[src/rtl/ex_muldiv_pkg.sv]
// Shared constants for the RV32M multiply/divide sequencer: funct3 codes,
// FSM state encoding and the signed-overflow dividend.
package ex_muldiv_pkg;

  // funct3 encodings of the M-extension ops
  localparam logic [2:0] MD_MUL    = 3'd0;
  localparam logic [2:0] MD_MULH   = 3'd1;
  localparam logic [2:0] MD_MULHSU = 3'd2;
  localparam logic [2:0] MD_MULHU  = 3'd3;
  localparam logic [2:0] MD_DIV    = 3'd4;
  localparam logic [2:0] MD_DIVU   = 3'd5;
  localparam logic [2:0] MD_REM    = 3'd6;
  localparam logic [2:0] MD_REMU   = 3'd7;

  typedef enum logic [1:0] {
    ST_IDLE = 2'd0,
    ST_CALC = 2'd1,
    ST_DONE = 2'd2
  } md_state_e;

  // Most negative 32-bit value; DIV/REM of this by -1 overflows
  localparam logic [31:0] DIV_OVF_DIVIDEND = 32'h8000_0000;

endpackage

[src/rtl/muldiv_iter_core.sv]
// Iterative datapath: one shift-add multiply bit or one restoring divide bit
// per step, sharing a single 2*DATA_WIDTH accumulator. For multiply the
// accumulator is {product_hi, multiplier/product_lo}; for divide it is
// {remainder, dividend/quotient}. Sign-corrected views of the post-step value
// are exported so the controller can capture them on the final edge.
module muldiv_iter_core #(
  parameter int DATA_WIDTH = 32
) (
  input  logic                    clk,
  input  logic                    rst,
  input  logic                    i_load,
  input  logic                    i_step,
  input  logic                    i_op_is_div,
  input  logic [DATA_WIDTH-1:0]   i_a,
  input  logic [DATA_WIDTH-1:0]   i_b,
  input  logic                    i_neg_prod,
  input  logic                    i_neg_quot,
  input  logic                    i_neg_rem,
  output logic [2*DATA_WIDTH-1:0] o_prod_fin,
  output logic [DATA_WIDTH-1:0]   o_quot_fin,
  output logic [DATA_WIDTH-1:0]   o_rem_fin
);

  localparam int DW = DATA_WIDTH;

  logic [2*DW-1:0] r_acc;
  logic [DW-1:0]   r_b;

  logic [DW:0]     w_mul_sum;
  logic [2*DW-1:0] w_mul_nxt;
  logic [DW:0]     w_div_sh;
  logic [DW:0]     w_div_diff;
  logic [2*DW-1:0] w_div_nxt;
  logic [2*DW-1:0] w_acc_nxt;

  // One iteration of multiply and divide; the op selects which one commits
  always_comb begin
    // NOTE: every output of a combinational block gets a default first so no path leaves it unassigned and infers a latch.
    w_mul_sum  = {1'b0, r_acc[2*DW-1:DW]} + (r_acc[0] ? {1'b0, r_b} : '0);
    w_mul_nxt  = {w_mul_sum, r_acc[DW-1:1]};
    w_div_sh   = r_acc[2*DW-1:DW-1];
    w_div_diff = w_div_sh - {1'b0, r_b};
    if (w_div_diff[DW]) begin
      w_div_nxt = {w_div_sh[DW-1:0], r_acc[DW-2:0], 1'b0};
    end else begin
      w_div_nxt = {w_div_diff[DW-1:0], r_acc[DW-2:0], 1'b1};
    end
    w_acc_nxt  = i_op_is_div ? w_div_nxt : w_mul_nxt;
    o_prod_fin = i_neg_prod ? -w_acc_nxt : w_acc_nxt;
    o_quot_fin = i_neg_quot ? -w_acc_nxt[DW-1:0] : w_acc_nxt[DW-1:0];
    o_rem_fin  = i_neg_rem ? -w_acc_nxt[2*DW-1:DW] : w_acc_nxt[2*DW-1:DW];
  end

  // Accumulator and divisor/multiplicand register
  always_ff @(posedge clk) begin
    // NOTE: registered state uses non-blocking assignments so every flop samples pre-edge values regardless of statement order.
    if (rst) begin
      r_acc <= '0;
      r_b   <= '0;
    end else if (i_load) begin
      r_acc <= {{DW{1'b0}}, i_a};
      r_b   <= i_b;
    end else if (i_step) begin
      r_acc <= w_acc_nxt;
    end
  end

endmodule

[src/rtl/ex_muldiv_ctrl.sv]
// EX-stage M-extension sequencer: accepts an M-op, stalls the pipeline while
// the iterative core runs DATA_WIDTH steps (or takes the divide fast path),
// then presents the result for one md_done cycle.
module ex_muldiv_ctrl
  import ex_muldiv_pkg::*;
#(
  parameter int DATA_WIDTH = 32,
  parameter int CNT_WIDTH  = 6
) (
  input  logic                  clk,
  input  logic                  rst,
  input  logic                  md_valid_EX,
  input  logic [2:0]            md_op_EX,
  input  logic [DATA_WIDTH-1:0] rs1_val_EX,
  input  logic [DATA_WIDTH-1:0] rs2_val_EX,
  input  logic                  flush_EX,
  output logic                  md_stall,
  output logic                  md_done,
  output logic [DATA_WIDTH-1:0] md_res
);

  localparam int DW = DATA_WIDTH;

  md_state_e            r_state, w_state_nxt;
  logic [CNT_WIDTH-1:0] r_cnt;
  logic [2:0]           r_op;
  logic                 r_neg_a, r_neg_b;
  logic [DW-1:0]        r_res;

  logic                 w_accept, w_last, w_step;
  logic                 w_sgn_a, w_sgn_b, w_neg_a, w_neg_b;
  logic [DW-1:0]        w_mag_a, w_mag_b;
  logic                 w_div0, w_ovf, w_fast;
  logic [DW-1:0]        w_fast_res, w_calc_res;
  logic [2*DW-1:0]      w_prod_fin;
  logic [DW-1:0]        w_quot_fin, w_rem_fin;

  // Operand decode at accept: signedness, magnitudes and fast-path results
  always_comb begin
    w_accept   = (r_state == ST_IDLE) && md_valid_EX && !flush_EX;
    w_sgn_a    = (md_op_EX == MD_MULH) || (md_op_EX == MD_MULHSU) ||
                 (md_op_EX == MD_DIV)  || (md_op_EX == MD_REM);
    w_sgn_b    = (md_op_EX == MD_MULH) || (md_op_EX == MD_DIV) || (md_op_EX == MD_REM);
    w_neg_a    = w_sgn_a && rs1_val_EX[DW-1];
    w_neg_b    = w_sgn_b && rs2_val_EX[DW-1];
    w_mag_a    = w_neg_a ? -rs1_val_EX : rs1_val_EX;
    w_mag_b    = w_neg_b ? -rs2_val_EX : rs2_val_EX;
    w_div0     = md_op_EX[2] && (rs2_val_EX == '0);
    w_ovf      = ((md_op_EX == MD_DIV) || (md_op_EX == MD_REM)) &&
                 (rs1_val_EX == DW'(DIV_OVF_DIVIDEND)) && (rs2_val_EX == '1);
    w_fast     = w_div0 || w_ovf;
    w_fast_res = '0;
    if (w_div0) begin
      w_fast_res = md_op_EX[1] ? rs1_val_EX : '1;
    end else if (w_ovf) begin
      w_fast_res = md_op_EX[1] ? '0 : DW'(DIV_OVF_DIVIDEND);
    end
    w_last     = (r_state == ST_CALC) && (r_cnt == CNT_WIDTH'(DW - 1));
    w_step     = (r_state == ST_CALC) && !flush_EX;
  end

  // Result select from the sign-corrected core outputs
  always_comb begin
    w_calc_res = '0;
    case (r_op)
      MD_MUL:                        w_calc_res = w_prod_fin[DW-1:0];
      MD_MULH, MD_MULHSU, MD_MULHU:  w_calc_res = w_prod_fin[2*DW-1:DW];
      MD_DIV, MD_DIVU:               w_calc_res = w_quot_fin;
      MD_REM, MD_REMU:               w_calc_res = w_rem_fin;
      default:                       w_calc_res = '0;
    endcase
  end

  // FSM next state and handshake outputs
  always_comb begin
    w_state_nxt = r_state;
    md_stall    = md_valid_EX && !flush_EX && (r_state != ST_DONE);
    md_done     = 1'b0;
    case (r_state)
      ST_IDLE: if (w_accept) w_state_nxt = w_fast ? ST_DONE : ST_CALC;
      ST_CALC: if (w_last) w_state_nxt = ST_DONE;
      ST_DONE: begin
        w_state_nxt = ST_IDLE;
        md_done     = 1'b1;
      end
      default: w_state_nxt = ST_IDLE;
    endcase
    if (flush_EX) begin
      w_state_nxt = ST_IDLE;
      md_done     = 1'b0;
    end
  end

  // FSM state register
  always_ff @(posedge clk) begin
    if (rst) r_state <= ST_IDLE;
    else     r_state <= w_state_nxt;
  end

  // Op/sign capture, iteration counter and result register
  always_ff @(posedge clk) begin
    if (rst) begin
      r_op    <= '0;
      r_neg_a <= 1'b0;
      r_neg_b <= 1'b0;
      r_cnt   <= '0;
      r_res   <= '0;
    end else if (w_accept) begin
      r_op    <= md_op_EX;
      r_neg_a <= w_neg_a;
      r_neg_b <= w_neg_b;
      r_cnt   <= '0;
      if (w_fast) r_res <= w_fast_res;
    end else if (w_step) begin
      r_cnt <= r_cnt + 1'b1;
      if (w_last) r_res <= w_calc_res;
    end
  end

  assign md_res = r_res;

  muldiv_iter_core #(.DATA_WIDTH(DW)) u_core (
    .clk        (clk),
    .rst        (rst),
    .i_load     (w_accept),
    .i_step     (w_step),
    .i_op_is_div(r_op[2]),
    .i_a        (w_mag_a),
    .i_b        (w_mag_b),
    .i_neg_prod (r_neg_a ^ r_neg_b),
    .i_neg_quot (r_neg_a ^ r_neg_b),
    .i_neg_rem  (r_neg_a),
    .o_prod_fin (w_prod_fin),
    .o_quot_fin (w_quot_fin),
    .o_rem_fin  (w_rem_fin)
  );

  // The pipeline must keep the M-op in EX for the whole calculation
  a_valid_held: assert property (@(posedge clk) disable iff (rst)
    (r_state == ST_CALC) |-> (md_valid_EX || flush_EX));

endmodule

[config.mk]
export PLATFORM = sky130hd
export DESIGN_NAME = ex_muldiv_ctrl
export DESIGN_NICKNAME = d
export VERILOG_FILES = /design/src/rtl/ex_muldiv_pkg.sv /design/src/rtl/muldiv_iter_core.sv /design/src/rtl/ex_muldiv_ctrl.sv
export SDC_FILE = /design/constraint.sdc
export NUM_CORES = 1
export LEC_CHECK = 0
export CORE_MARGIN = 5
export CORE_UTILIZATION = 47
export DETAILED_ROUTE_END_ITERATION = 16
export PLACE_DENSITY = 0.66
export SETUP_SLACK_MARGIN = 0.3
export SYNTH_ARGS = -nofsm -noshare
export SYNTH_HDL_FRONTEND = slang
export SYNTH_SLANG_ARGS = --single-unit
[constraint.sdc]
create_clock -name clk -period 9 [get_ports clk]
set_input_delay 1.8 -clock clk [delete_from_list [all_inputs] [get_ports clk]]
set_output_delay 1.8 -clock clk [all_outputs]
set_load 0.02 [all_outputs]
==> impl_metrics.json <==
{
  "status": "finished clean",
  "path_class": "flop to flop",
  "maxCapViolCount": 0,
  "cts_buffers": 17,
  "antenna_left": 0,
  "cts_root_buffer": "clkbuf_16",
  "gr-total-overflow": 0,
  "critPathMaxFanout": 11,
  "cp_slowest_cell": "o21ai_0",
  "antenna_cells": 0,
  "synth_nets": 2437,
  "yosys.cell_types.count": 88,
  "n_fill_cell": 3414,
  "r2r_cells": 24,
  "cts.path.max_buffers": 2,
  "most-common-layout-cells": "277 x nor2_1, 242 x nand2_1, 202 x a21oi_1, 155 x o21ai_0, 140 x dfxtp_1",
  "grt_pass1_vias": 16900,
  "clk_latency_ns": 0.48,
  "clk_pin_slew_ns": 0.08,
  "critPathMaxStageDelay_ns": 0.70,
  "worstMarginPinSlew_ns": 1.15,
  "nNetsFinal": 2450,
  "stdcell_count": 2768,
  "die_width_um": 193,
  "post_cts_buffers": 0,
  "row_count": 67,
  "rrSetupSlack_ns": 1.52,
  "drtIter0Drc": 2185,
  "drive_gt1_share_pct": 4.78,
  "netlist_area_um2": 15800,
  "irDropWorstVdd_v": 0.000161,
  "track_usage_pct": 35.4,
  "viasPerCell": 6.63,
  "setup_viol": 0,
  "hold_viol": 0,
  "syn_avg_cell_area_um2": 6.88,
  "synthArstFlopShare_pct": 0,
  "port_buffers": 104,
  "route.detailed.drc": 0,
  "seq_area_frac_synth_pct": 17.9,
  "antenna_found_initial": 1,
  "path_common_cell": "inv_1",
  "setup_slack_ns": 1.52,
  "crit_cells": 24,
  "cts_tree": "yes",
  "p_sw_share_pct": 37.9,
  "fin_worst_skew_ns": 0.0212,
  "synth_largest_area_cell": "dfxtp_1",
  "cp-startpoint": "u_core.r_acc[31]$_SDFFE_PP0P_",
  "synth_cells": 2294,
  "fin_crit_sh_pct": 83.1,
  "p_per_area_nw_per_um2": 125,
  "hp-class": "flop to flop",
  "fmax_mhz": 134,
  "crit_family": "simple AND/OR/NAND/NOR gates",
  "ctsHoldBuffers": 0,
  "ios": 105,
  "wl_um": 69200,
  "synth_edf_count": 0,
  "seq_power_share_pct": 30.8,
  "p_leak_nw": 6.37,
  "r2r-end": "md_res[26]$_SDFFE_PP0P_",
  "synth_top_area_share_pct": 17.9,
  "grt_pass1_wl_um": 105000,
  "grt_setup_unrepaired": "no",
  "dpl.hpwl_um": 53300,
  "layout_commonest_cell": "nor2_1",
  "required_ns": 9.35,
  "clock_power_share_pct": 36.9,
  "die_h_um": 193,
  "place_ws_ns": 1.83,
  "critical_path_buf_inv_count": 3,
  "cts_resized": 0,
  "synthTopCellsByArea": "dfxtp_1 18%, nor2_1 6.6%, a21oi_1 6.4%",
  "maxSlewHeadroom_pct": 22.0,
  "path_cells": "inv_1 -> ha_1 -> inv_1 -> fa_1 -> a211o_1 -> and3_1 -> o2111ai_4 -> a21boi_2 -> o21ai_0 -> nand2_1 -> a21oi_1 -> ha_1 -> o21ai_0 -> or3b_2 -> nor4_1 -> and4_1 -> nand2_1 -> inv_1 -> nand3_1 -> or2_2 -> and3_1 -> o21a_1 -> nor4_1 -> o22ai_1",
  "power_mw": 2.21,
  "cp-start-kind": "flop",
  "setup_tns_ns": 0,
  "holdWs_ns": 0.493,
  "grt_max_degree": 140,
  "r2r_start": "u_core.r_acc[31]$_SDFFE_PP0P_",
  "yosys_warnings": 0,
  "p_comb_share_pct": 32.3,
  "maxSlewViolCount": 0,
  "ys_ff_latch": 141,
  "gp_congestion": 1.03,
  "syn_to_final_growth_pct": 12.4,
  "dr.pass1.iters": 6,
  "core_region_area_um2": 33400,
  "start_util_pct": 47.3,
  "internal_power_mw": 1.37,
  "dp.cells": 2736,
  "power_switching_mw": 0.840,
  "htreeDepth": 4,
  "crit_arrival_ns": 7.82,
  "cts_sinks": 141,
  "crit_path_end": "md_res[26]$_SDFFE_PP0P_",
  "wl_per_cell_um": 25.0,
  "vias": 18400,
  "end_kind": "flop",
  "synth-main-ff-cell": "dfxtp_1",
  "die-area_um2": 37400,
  "period_minus_slack_ns": 7.48
}
## stage by stage
stage | util [%] | area (um2)
after floorplan | - | 15800
after global placement | 51.2 | 17100
after detailed placement | 51.2 | 17100
after CTS | 53.2 | 17700
after global routing | 53.2 | 17700
final | 53.2 | 17700
## power groups by stage
stage	logic, mW	clock network [mW]	registers (mW)
CTS	0.693	0.818	0.679
floorplan	0.462	0	0.677
global route	0.764	0.838	0.683
global placement	0.689	0	0.692
finish	0.715	0.818	0.681
detailed placement	0.689	0	0.693
## layout make-up
class | instances | area, um2 | share of cell area, %
repair buffers | 130 | 1250 | 7.03
clock buffers | 20 | 457 | 2.57
well taps | 448 | 561 | 3.16
flip-flops and latches | 141 | 2830 | 15.9
clock inverters | 12 | 184 | 1.04
multi-input cells | 1941 | 12200 | 68.7
inverters | 76 | 285 | 1.61
## per-layer routing
metal / track usage [%] / vias to the layer above / wire length (um)
met5: 0 / - / 8
met4: 14.4 / 2 / 3000
met3: 7.44 / 182 / 6670
met2: 54.4 / 1010 / 30000
met1: 48.3 / 8669 / 29500
li1: - / 8494 / -
## synthesized netlist by cell type, drive strengths merged, types with 30 or more instances
library cell / number
nor2: 277
a31oi: 33
a21oi: 204
nor3: 76
o211ai: 38
dfxtp: 141
o21ai: 163
nand3: 41
nand2: 244
nand4: 30
a211oi: 101
xnor2: 103
clkbuf: 110
mux2i: 42
xor2: 66
inv: 76
ha: 70
and2: 49
## worst min-delay path by stage
stage	from	endpoint	depth (start not counted)	slack (ns)
2_1_floorplan	u_core.r_b[31]$_SDFFE_PP0P_	u_core.r_b[31]$_SDFFE_PP0P_	2	0.44
3_3_place_gp	r_cnt[1]$_SDFFE_PP0P_	r_cnt[1]$_SDFFE_PP0P_	2	0.47
3_5_place_dp	r_cnt[1]$_SDFFE_PP0P_	r_cnt[1]$_SDFFE_PP0P_	2	0.49
4_1_cts	r_cnt[1]$_SDFFE_PP0P_	r_cnt[1]$_SDFFE_PP0P_	2	0.49
5_1_grt	r_cnt[1]$_SDFFE_PP0P_	r_cnt[1]$_SDFFE_PP0P_	2	0.52
6_report	r_cnt[1]$_SDFFE_PP0P_	r_cnt[1]$_SDFFE_PP0P_	2	0.49
## sequential cells by signal, indices dropped and copies added (netlist names)
name	flops
r_neg_b	1
r_state	2
u_core.r_b	32
r_cnt	6
md_res	32
r_neg_a	1
r_op	3
u_core.r_acc	64
## worst register-to-register path, cell delays in order (launching register included)
cell and delay [ns]:
dfxtp_1 0.34, inv_1 0.10, ha_1 0.20, inv_1 0.07, fa_1 0.43, a211o_1 0.33, and3_1 0.29, o2111ai_4 0.30
a21boi_2 0.22, o21ai_0 0.71, nand2_1 0.48, a21oi_1 0.36, ha_1 0.25, o21ai_0 0.14, or3b_2 0.49, nor4_1 0.38
and4_1 0.48, nand2_1 0.12, inv_1 0.08, nand3_1 0.21, or2_2 0.43, and3_1 0.20, o21a_1 0.18, nor4_1 0.45
o22ai_1 0.12
## cell families (layout without fill, tap and decap cells)
logic type               after synthesis  after routing  share of synthesized area [%]
buffers and inverters                212            238                           5.25
multiplexers                          43             43                           2.73
adder cells (fa/ha/maj)               72             72                           5.80
AO/OA/AOI/OAI                        772            772                           32.3
flip-flops                           141            141                           17.9
XOR/XNOR                             169            169                           9.37
AND/OR/NAND/NOR                      885            885                           26.7
Note: power is estimated with default switching activity, not from simulation.
